===== src/rtl/sampler_pkg.sv =====
// Shared constants, variable layout and FSM encoding for the constraint sampler.
// The candidate is filled from 32-bit LFSR words, so the fill register is rounded up to whole words.
package sampler_pkg;

    localparam int          CAND_W     = 185;
    localparam int          NWORDS     = (CAND_W + 31) / 32;
    localparam int          FILL_W     = NWORDS * 32;
    localparam logic [31:0] LFSR_POLY  = 32'h8020_0003;
    localparam logic [31:0] RESET_SEED = 32'hACE1_ACE1;

    // Bit offsets and widths of var_0..var_9 inside the candidate, LSB first
    localparam int VAR0_LO = 0,   VAR0_W = 16;
    localparam int VAR1_LO = 16,  VAR1_W = 22;
    localparam int VAR2_LO = 38,  VAR2_W = 4;
    localparam int VAR3_LO = 42,  VAR3_W = 28;
    localparam int VAR4_LO = 70,  VAR4_W = 19;
    localparam int VAR5_LO = 89,  VAR5_W = 18;
    localparam int VAR6_LO = 107, VAR6_W = 19;
    localparam int VAR7_LO = 126, VAR7_W = 14;
    localparam int VAR8_LO = 140, VAR8_W = 16;
    localparam int VAR9_LO = 156, VAR9_W = 29;

    typedef enum logic [1:0] {
        S_IDLE,
        S_FILL,
        S_CHECK,
        S_HOLD
    } state_t;

    // Right-shifting Galois step: the bit shifted out decides whether the taps are applied
    function automatic logic [31:0] lfsr_next(input logic [31:0] s);
        return (s >> 1) ^ (s[0] ? LFSR_POLY : 32'h0);
    endfunction

endpackage


===== src/rtl/lfsr32.sv =====
// 32-bit Galois LFSR with seed load (zero seed replaced by the reset value) and step enable.
// `next` is the value the register takes on the next step, so callers can use it the same cycle.
module lfsr32
    import sampler_pkg::*;
#(
    parameter logic [31:0] RESET_VAL = RESET_SEED
) (
    input  logic        clk,
    input  logic        rst_n,
    input  logic        load,
    input  logic [31:0] seed,
    input  logic        step,
    output logic [31:0] next
);

    logic [31:0] state;

    assign next = lfsr_next(state);

    always_ff @(posedge clk or negedge rst_n) begin
        if (!rst_n) begin
            state <= RESET_VAL;
        end else if (load) begin
            // An all-zero state would lock the LFSR up, so zero seeds fall back to the reset value
            state <= (seed == 32'h0) ? RESET_VAL : seed;
        end else if (step) begin
            state <= next;
        end
    end

endmodule


===== src/rtl/constraint_sampler.sv =====
// Generates LFSR-filled candidates, presents them to an external constraint checker and
// hands accepted ones out through a valid/ready port; gives up after MAX_TRIES rejections.
module constraint_sampler
    import sampler_pkg::*;
#(
    parameter int unsigned MAX_TRIES = 16
) (
    input  logic              clk,
    input  logic              rst_n,
    input  logic              seed_load,
    input  logic [31:0]       seed,
    input  logic              start,
    output logic [CAND_W-1:0] cand,
    input  logic              chk_ok,
    output logic              out_valid,
    input  logic              out_ready,
    output logic [CAND_W-1:0] sample,
    output logic              busy,
    output logic              fail,
    output logic [15:0]       tries
);

    state_t              state_q, state_d;
    logic [FILL_W-1:0]   fill_q;
    logic [2:0]          cnt_q;
    logic [15:0]         tries_q;
    logic [15:0]         tries_inc;
    logic [CAND_W-1:0]   sample_q;
    logic                fail_q, fail_d;
    logic                lfsr_load, lfsr_step;
    logic                clr_tries, inc_tries, capture;
    logic [31:0]         lfsr_nxt;

    lfsr32 #(
        .RESET_VAL (RESET_SEED)
    ) u_lfsr (
        .clk   (clk),
        .rst_n (rst_n),
        .load  (lfsr_load),
        .seed  (seed),
        .step  (lfsr_step),
        .next  (lfsr_nxt)
    );

    assign tries_inc = tries_q + 16'd1;

    always_comb begin
        state_d   = state_q;
        lfsr_load = 1'b0;
        lfsr_step = 1'b0;
        clr_tries = 1'b0;
        inc_tries = 1'b0;
        capture   = 1'b0;
        fail_d    = 1'b0;
        case (state_q)
            S_IDLE: begin
                // A same-cycle seed_load lands before the first FILL step, so start uses the new seed
                lfsr_load = seed_load;
                if (start) begin
                    clr_tries = 1'b1;
                    state_d   = S_FILL;
                end
            end
            S_FILL: begin
                lfsr_step = 1'b1;
                if (cnt_q == 3'(NWORDS - 1)) begin
                    state_d = S_CHECK;
                end
            end
            S_CHECK: begin
                inc_tries = 1'b1;
                if (chk_ok) begin
                    capture = 1'b1;
                    state_d = S_HOLD;
                end else if (tries_inc == 16'(MAX_TRIES)) begin
                    fail_d  = 1'b1;
                    state_d = S_IDLE;
                end else begin
                    state_d = S_FILL;
                end
            end
            S_HOLD: begin
                if (out_ready) begin
                    state_d = S_IDLE;
                end
            end
            default: state_d = S_IDLE;
        endcase
    end

    always_ff @(posedge clk or negedge rst_n) begin
        if (!rst_n) begin
            state_q  <= S_IDLE;
            fill_q   <= '0;
            cnt_q    <= '0;
            tries_q  <= '0;
            sample_q <= '0;
            fail_q   <= 1'b0;
        end else begin
            state_q <= state_d;
            fail_q  <= fail_d;
            // The counter only runs while filling, so every FILL burst starts from zero
            cnt_q   <= (state_q == S_FILL) ? cnt_q + 3'd1 : 3'd0;
            if (lfsr_step) begin
                fill_q <= {lfsr_nxt, fill_q[FILL_W-1:32]};
            end
            if (clr_tries) begin
                tries_q <= '0;
            end else if (inc_tries) begin
                tries_q <= tries_inc;
            end
            if (capture) begin
                sample_q <= fill_q[CAND_W-1:0];
            end
        end
    end

    assign cand      = fill_q[CAND_W-1:0];
    assign sample    = sample_q;
    assign out_valid = (state_q == S_HOLD);
    assign busy      = (state_q != S_IDLE);
    assign fail      = fail_q;
    assign tries     = tries_q;

endmodule


===== config.mk =====
export PLATFORM = sky130hd
export DESIGN_NAME = constraint_sampler
export DESIGN_NICKNAME = d
export VERILOG_FILES = /design/src/rtl/sampler_pkg.sv /design/src/rtl/lfsr32.sv /design/src/rtl/constraint_sampler.sv
export SDC_FILE = /design/constraint.sdc
export NUM_CORES = 1
export LEC_CHECK = 0
export CORE_UTILIZATION = 46
export CTS_CLUSTER_DIAMETER = 50
export DETAILED_ROUTE_END_ITERATION = 7
export PLACE_DENSITY = 0.74
export REMOVE_ABC_BUFFERS = 1
export SKIP_LAST_GASP = 1
export SLEW_MARGIN = 20
export SYNTH_ARGS = -nofsm -noshare
export SYNTH_HDL_FRONTEND = slang
export SYNTH_HIERARCHICAL = 1
export SYNTH_SLANG_ARGS = --single-unit

===== constraint.sdc =====
create_clock -name clk -period 2.83 [get_ports clk]
set_input_delay 0.4245 -clock clk [delete_from_list [all_inputs] [get_ports clk]]
set_output_delay 0.4245 -clock clk [all_outputs]
set_load 0.01 [all_outputs]

==> out/summary.txt, run 1 <==
Design Power = 27.9 mW
Slew Limit Fails = 0
WL met1 = 18.7 mm
CTS root buffer = clkbuf_16
final period utilization = 0.841
power density over the cells = 1190 nW/µm²
placed cell count = 2427
Finished Core Util = 0.591
WP data required = 2.41 ns
crit-path leading delay family = buffers and inverters
Data arrival, critical path = 1.96 ns
clock tree sinks = 431
Synth area leaders = dfrtp_1, nand2_1, mux2_2, buf_4, dfstp_2
Nets = 1993
latest clock arrival within the worst-skew pair = 0.59 ns
Cell Rows = 73
post-synthesis cell type count = 46
core area = 39700 µm²
clock tree buffer depth = 3
synthesized area = 18500 µm²
IO Pins = 427
DRC Markers = 0
Fin. Hold Viols = 0
Non-Filler Instances = 2515
GRT Overall Usage = 0.217
Avg WL per Cell = 17.8 µm
Primary FF master, synth = dfrtp_1
largest net degree at the start of global routing = 196
grt total ovfl = 0
DR pass1 iterations = 5
routed wl met2 = 21.6 mm
vias in the first global route = 12500
Worst-Margin Slew = 1.01 ns
Async S/R FF share, synth = 1.00
WHS = 0.413 ns
Peak VDD IR = 938 µV
clk_skew = 0.0183 ns
Die H = 203 µm
maxcap violations = 0
Routability Congestion = 0.830
CP Max Fanout = 9
post-synthesis sequential area ratio = 0.583
post-CTS setup buffers = 0
Hold Path Class = in2reg
Setup crit end kind = primary output
DR vias/cell = 5.04
area growth from synthesis to layout = 26.6%
Die Wd = 203 µm
port bufs = 426
Detailed Route Iter0 Violations = 585
most frequent cells in the layout = nand2_1, clkdlybuf4s50_1, dfrtp_1
Final Critical Period = 2.38 ns
RSZ-0062 raised after global routing = false
routed wl met3 = 3.26 mm
EDFF count, synth = 0
Mapped Avg Cell Area = 10.7 µm²
CTS buffer count = 47
antenna violations before repair = 2
starting density of the core = 0.467
Highest Signal Layer = met4
status = completed
max incr delay on CP = 0.50 ns
Synth area leader = dfrtp_1
CTS tree = done
most common cell after layout, fill and taps aside = nand2_1
Buf/Inv on CP = 1
die area = 41100 µm²
highest clock rate = 0.420 GHz
HPWL Detailed = 30.6 mm
layout cell share with drive strength beyond 1 = 0.162
CP Launch Type = flop
H-tree depth = 2
synthesized flop and latch total = 431
first-pass GRT wire length = 70.9 mm
Mapped Cells = 1740
post-route ant nets = 0
area share of the largest cell type after synthesis = 0.560
Lkg Pwr = 11.4 nW
wirelength, routed = 44.8 mm
critical-path cell list = or2_2, clkdlybuf4s50_1
Reg clk slew, reported paths = 0.06 ns
Final setup viols = 0
Max stage delay cell, worst path = clkdlybuf4s50_1
Yosys warning total = 6
Crit Path Class = reg2out
vias post-DR = 12700
normalized max-slew margin = 0.326
[what timing repair did]
| item | 4_1_cts | 5_1_grt |
|---|---|---|
| hold endpoints to repair | 56 | 0 |
| hold buffers | 1 | 0 |
| gates resized for setup | 0 | 0 |
[worst min-delay path, delay by kind of cell]
kind,cells,cell delay [ns]
buf+inv,2,0.49
compound gates,1,0.06
[kinds of logic after synthesis]
logic type / after synthesis / share of synthesized area
compound gates: 88 / 0.0295
xor+xnor: 11 / 0.00560
fa+ha+maj: 3 / 0.00202
buf+inv: 324 / 0.113
flops: 431 / 0.583
mux: 202 / 0.121
simple gates: 681 / 0.146
[area by class of cell]
type | count | area (µm²)
fillers | 3251 | 16200
flip-flops and latches | 431 | 10800
multi-input cells | 985 | 5670
repair buffers | 465 | 4690
clock buffers | 70 | 1350
well taps | 525 | 657
clock inverters | 16 | 216
inverters | 22 | 90.1
diodes | 1 | 2.50
[Yosys cell counts, types with 5 or more instances]
library cell,instances
o21ai_0,36
buf_2,20
mux2i_1,17
nor2_1,17
buf_4,216
xnor2_1,5
buf_1,6
nand3_1,9
and2_1,11
nand2_1,607
a31oi_1,21
inv_1,22
xor2_1,5
a21oi_1,5
clkbuf_1,54
dfstp_2,16
nor4_1,11
nand4_1,9
dfrtp_1,415
a211oi_1,15
mux2_2,185
[where the power goes]
| part | switching [mW] | internal, mW |
|---|---|---|
| sequential | 2.07 | 8.75 |
| combinational | 5.29 | 5.63 |
| clock | 2.52 | 3.62 |
[final timing paths]
| path | startpoint | cells past startpoint | slack (ns) | to |
|---|---|---|---|---|
| worst max register to register | tries[0] | 7 | 0.62 | state_q[0] |
| min in group asynchronous | rst_n | 2 | 0.42 | fill_q[41] |
| worst max-delay path | state_q[0] | 2 | 0.45 | busy |
| worst min register to register | fill_q[188] | 2 | 0.47 | fill_q[156] |
| max in group asynchronous | rst_n | 3 | 1.49 | tries[9] |
| worst min-delay path | seed[22] | 3 | 0.41 | u_lfsr/state[22] |
[through the flow]
| step | setup TNS [ns] | worst slack, ns | area, µm² |
|---|---|---|---|
| finish | 0 | 0.450 | 23500 |
| global placement | 0 | 0.440 | 21900 |
| CTS | 0 | 0.408 | 23500 |
| floorplan | -1834.34 | -6.61 | 16500 |
| detailed placement | 0 | 0.437 | 21900 |
| global route | 0 | 0.376 | 23500 |
[layer usage]
| metal | track usage | vias up |
|---|---|---|
| met4 | 0.0722 | 0 |
| met3 | 0.0544 | 74 |
| met1 | 0.289 | 6308 |
| met2 | 0.348 | 429 |
| li1 | - | 5854 |
| met5 | 0 | - |
[sequential cells by signal, indices dropped and copies added (netlist names)]
| register | cells |
|---|---|
| cnt_q | 3 |
| fail | 1 |
| fill_q | 192 |
| sample | 185 |
| state_q | 2 |
| tries | 16 |
| u_lfsr/state | 32 |
Note: power is estimated with default switching activity, not from simulation.
==> inputs of run 2 (changes only) <==
- PLACE_DENSITY: 0.74 -> 0.77
- clock period: 2.83 -> 1.9 ns (I/O delays scaled with it)
==> run 2 against run 1 <==
- power up 52%
- critical endpoint is now state_q[0]
- highest routed layer unchanged
- clock skew down 0.0035 ns
- critical path type is now reg2reg
- the flow now finishes with violations (negative setup slack)
- die area stayed put
==> out/summary.txt, run 2 (synthesis gave the netlist of run 1 again) <==
P_int = 27.3 mW
Clock power frac = 0.216
max incr delay on CP = 0.42 ns
power share of the combinational group = 0.400
first-pass GRT wire length = 73.6 mm
CP Launch Type = flop
Setup crit end kind = flop
Slew Limit Fails = 0
WP data required = 2.36 ns
Avg WL per Cell = 18.2 µm
maxcap violations = 0
final period utilization = 1.00
layout cell share with drive strength beyond 1 = 0.206
Die H = 203 µm
Design Power = 42.3 mW
FF+latch area = 10800 µm²
Non-Filler Instances = 2581
Worst-Margin Slew = 0.585 ns
Reg clk slew, reported paths = 0.06 ns
clock tree sinks = 431
Post-Layout Inst Area = 24300 µm²
area growth from synthesis to layout = 30.9%
status = finished, violations left
highest clock rate = 0.525 GHz
Die Wd = 203 µm
Multi-input gate area = 5740 µm²
grt total ovfl = 0
largest net degree at the start of global routing = 71
CTS buffer count = 47
HPWL Detailed = 32.8 mm
critical-path cell list = ha_4, nand3_4, nor2_2, a211o_1, a2111oi_4, nand3_1, a32o_1
placement-stage cell area = 22500 µm²
DR pass1 iterations = 7
die area = 41100 µm²
routing usage on met3 = 0.0478
dpl ws = -0.359 ns
vias in the first global route = 13200
power density over the cells = 1740 nW/µm²
clock tree buffer depth = 3
GR peak layer = met2
latest clock arrival within the worst-skew pair = 0.57 ns
Final setup viols = 1
Routability Congestion = 0.844
most frequent cells in the layout = nand2_1, dfrtp_1, clkdlybuf4s50_1
crit-path leading delay family = compound AO/OA/AOI/OAI gates
wirelength, routed = 46.9 mm
Detailed Route Iter0 Violations = 568
Switching Power = 15.0 mW
CP Max Fanout = 4
Top reg by flops = fill_q
RSZ-0062 raised after global routing = true
Peak VDD IR = 998 µV
Hold Path Class = in2async
port bufs = 426
Crit Path Class = reg2reg
Data arrival, critical path = 2.36 ns
Max stage delay cell, worst path = dfrtp_1
DR vias/cell = 5.07
global-route met2 utilization = 0.367
Nets = 2063
IO Pins = 427
failing checks = negative setup slack
vias post-DR = 13100
Cell Rows = 73
post-route ant nets = 0
antenna violations before repair = 1
sw frac = 0.355
H-tree depth = 2
CTS tree = done
max FFs per register = 192
WHS = 0.261 ns
Lkg Pwr = 12.1 nW
Layout fillers = 3071
sequential share of power = 0.384
normalized max-slew margin = 0.610
most common cell after layout, fill and taps aside = nand2_1
global routing usage on met1 = 0.299
CTS root buffer = clkbuf_16
Fin. Hold Viols = 0
placed cell count = 2482
starting density of the core = 0.467
clk_skew = 0.0149 ns
Antenna Cells = 0
fin worst setup slack = -0.00614 ns
Buf/Inv on CP = 0
Final Critical Period = 1.91 ns
GRT Overall Usage = 0.228
DRC Markers = 0
core area = 39700 µm²
[run 2: power by group through the flow]
stage / combinational, mW / sequential (mW) / clock (mW)
finish: 16.9 / 16.2 / 9.16
global route: 18.4 / 16.8 / 9.76
CTS: 17.1 / 16.3 / 9.39
detailed placement: 17.0 / 16.4 / 0
global placement: 16.5 / 16.2 / 0
floorplan: 4.81 / 17.0 / 0
[run 2: routing by layer]
metal / share of wire / vias up
li1: - / 5978
met4: 0.036 / 0
met2: 0.48 / 469
met5: 0 / -
met1: 0.42 / 6537
met3: 0.066 / 98
[run 2: worst paths after layout]
check	from	end	slack, ns	cells past startpoint
max	tries[0]	state_q[0]	-0.006	7
min	rst_n	fill_q[8]	0.26	2
max reg2reg	tries[0]	state_q[0]	-0.006	7
min reg2reg	cnt_q[0]	cnt_q[0]	0.47	1
max in group asynchronous	rst_n	tries[10]	0.86	3
min in group clk	seed[0]	u_lfsr/state[0]	0.32	3
[run 2: what timing repair did]
action                                  in CTS  in global routing
setup buffers                                5                 10
hold endpoints to repair                    37                  0
pin swaps                                    1                 11
resized for setup                           37                 32
gates cloned                                 0                  0
endpoints found under the setup margin      37                 26
hold buffers                                 1                  0
[run 2: metrics by stage]
stage / TNS (ns) / util
global route: -0.127 / 0.611
finish: -0.00614 / 0.611
CTS: -0.137 / 0.607
global placement: -4.96 / 0.566
detailed placement: -5.33 / 0.566
floorplan: -2217.57 / -
[run 2: area by class of cell]
type | count | area share
sequential | 431 | 0.446
multi-input combinational | 985 | 0.236
timing repair buffer | 535 | 0.222
clock buffer | 60 | 0.0554
tap | 525 | 0.0270
clock inverter | 23 | 0.00958
inverter | 22 | 0.00371
==> inputs of run 3 (changes only) <==
- CAP_MARGIN: unset -> 10
==> results of run 3 <==
Same layout as run 2: the final DEF is identical, and so are final timing and power.
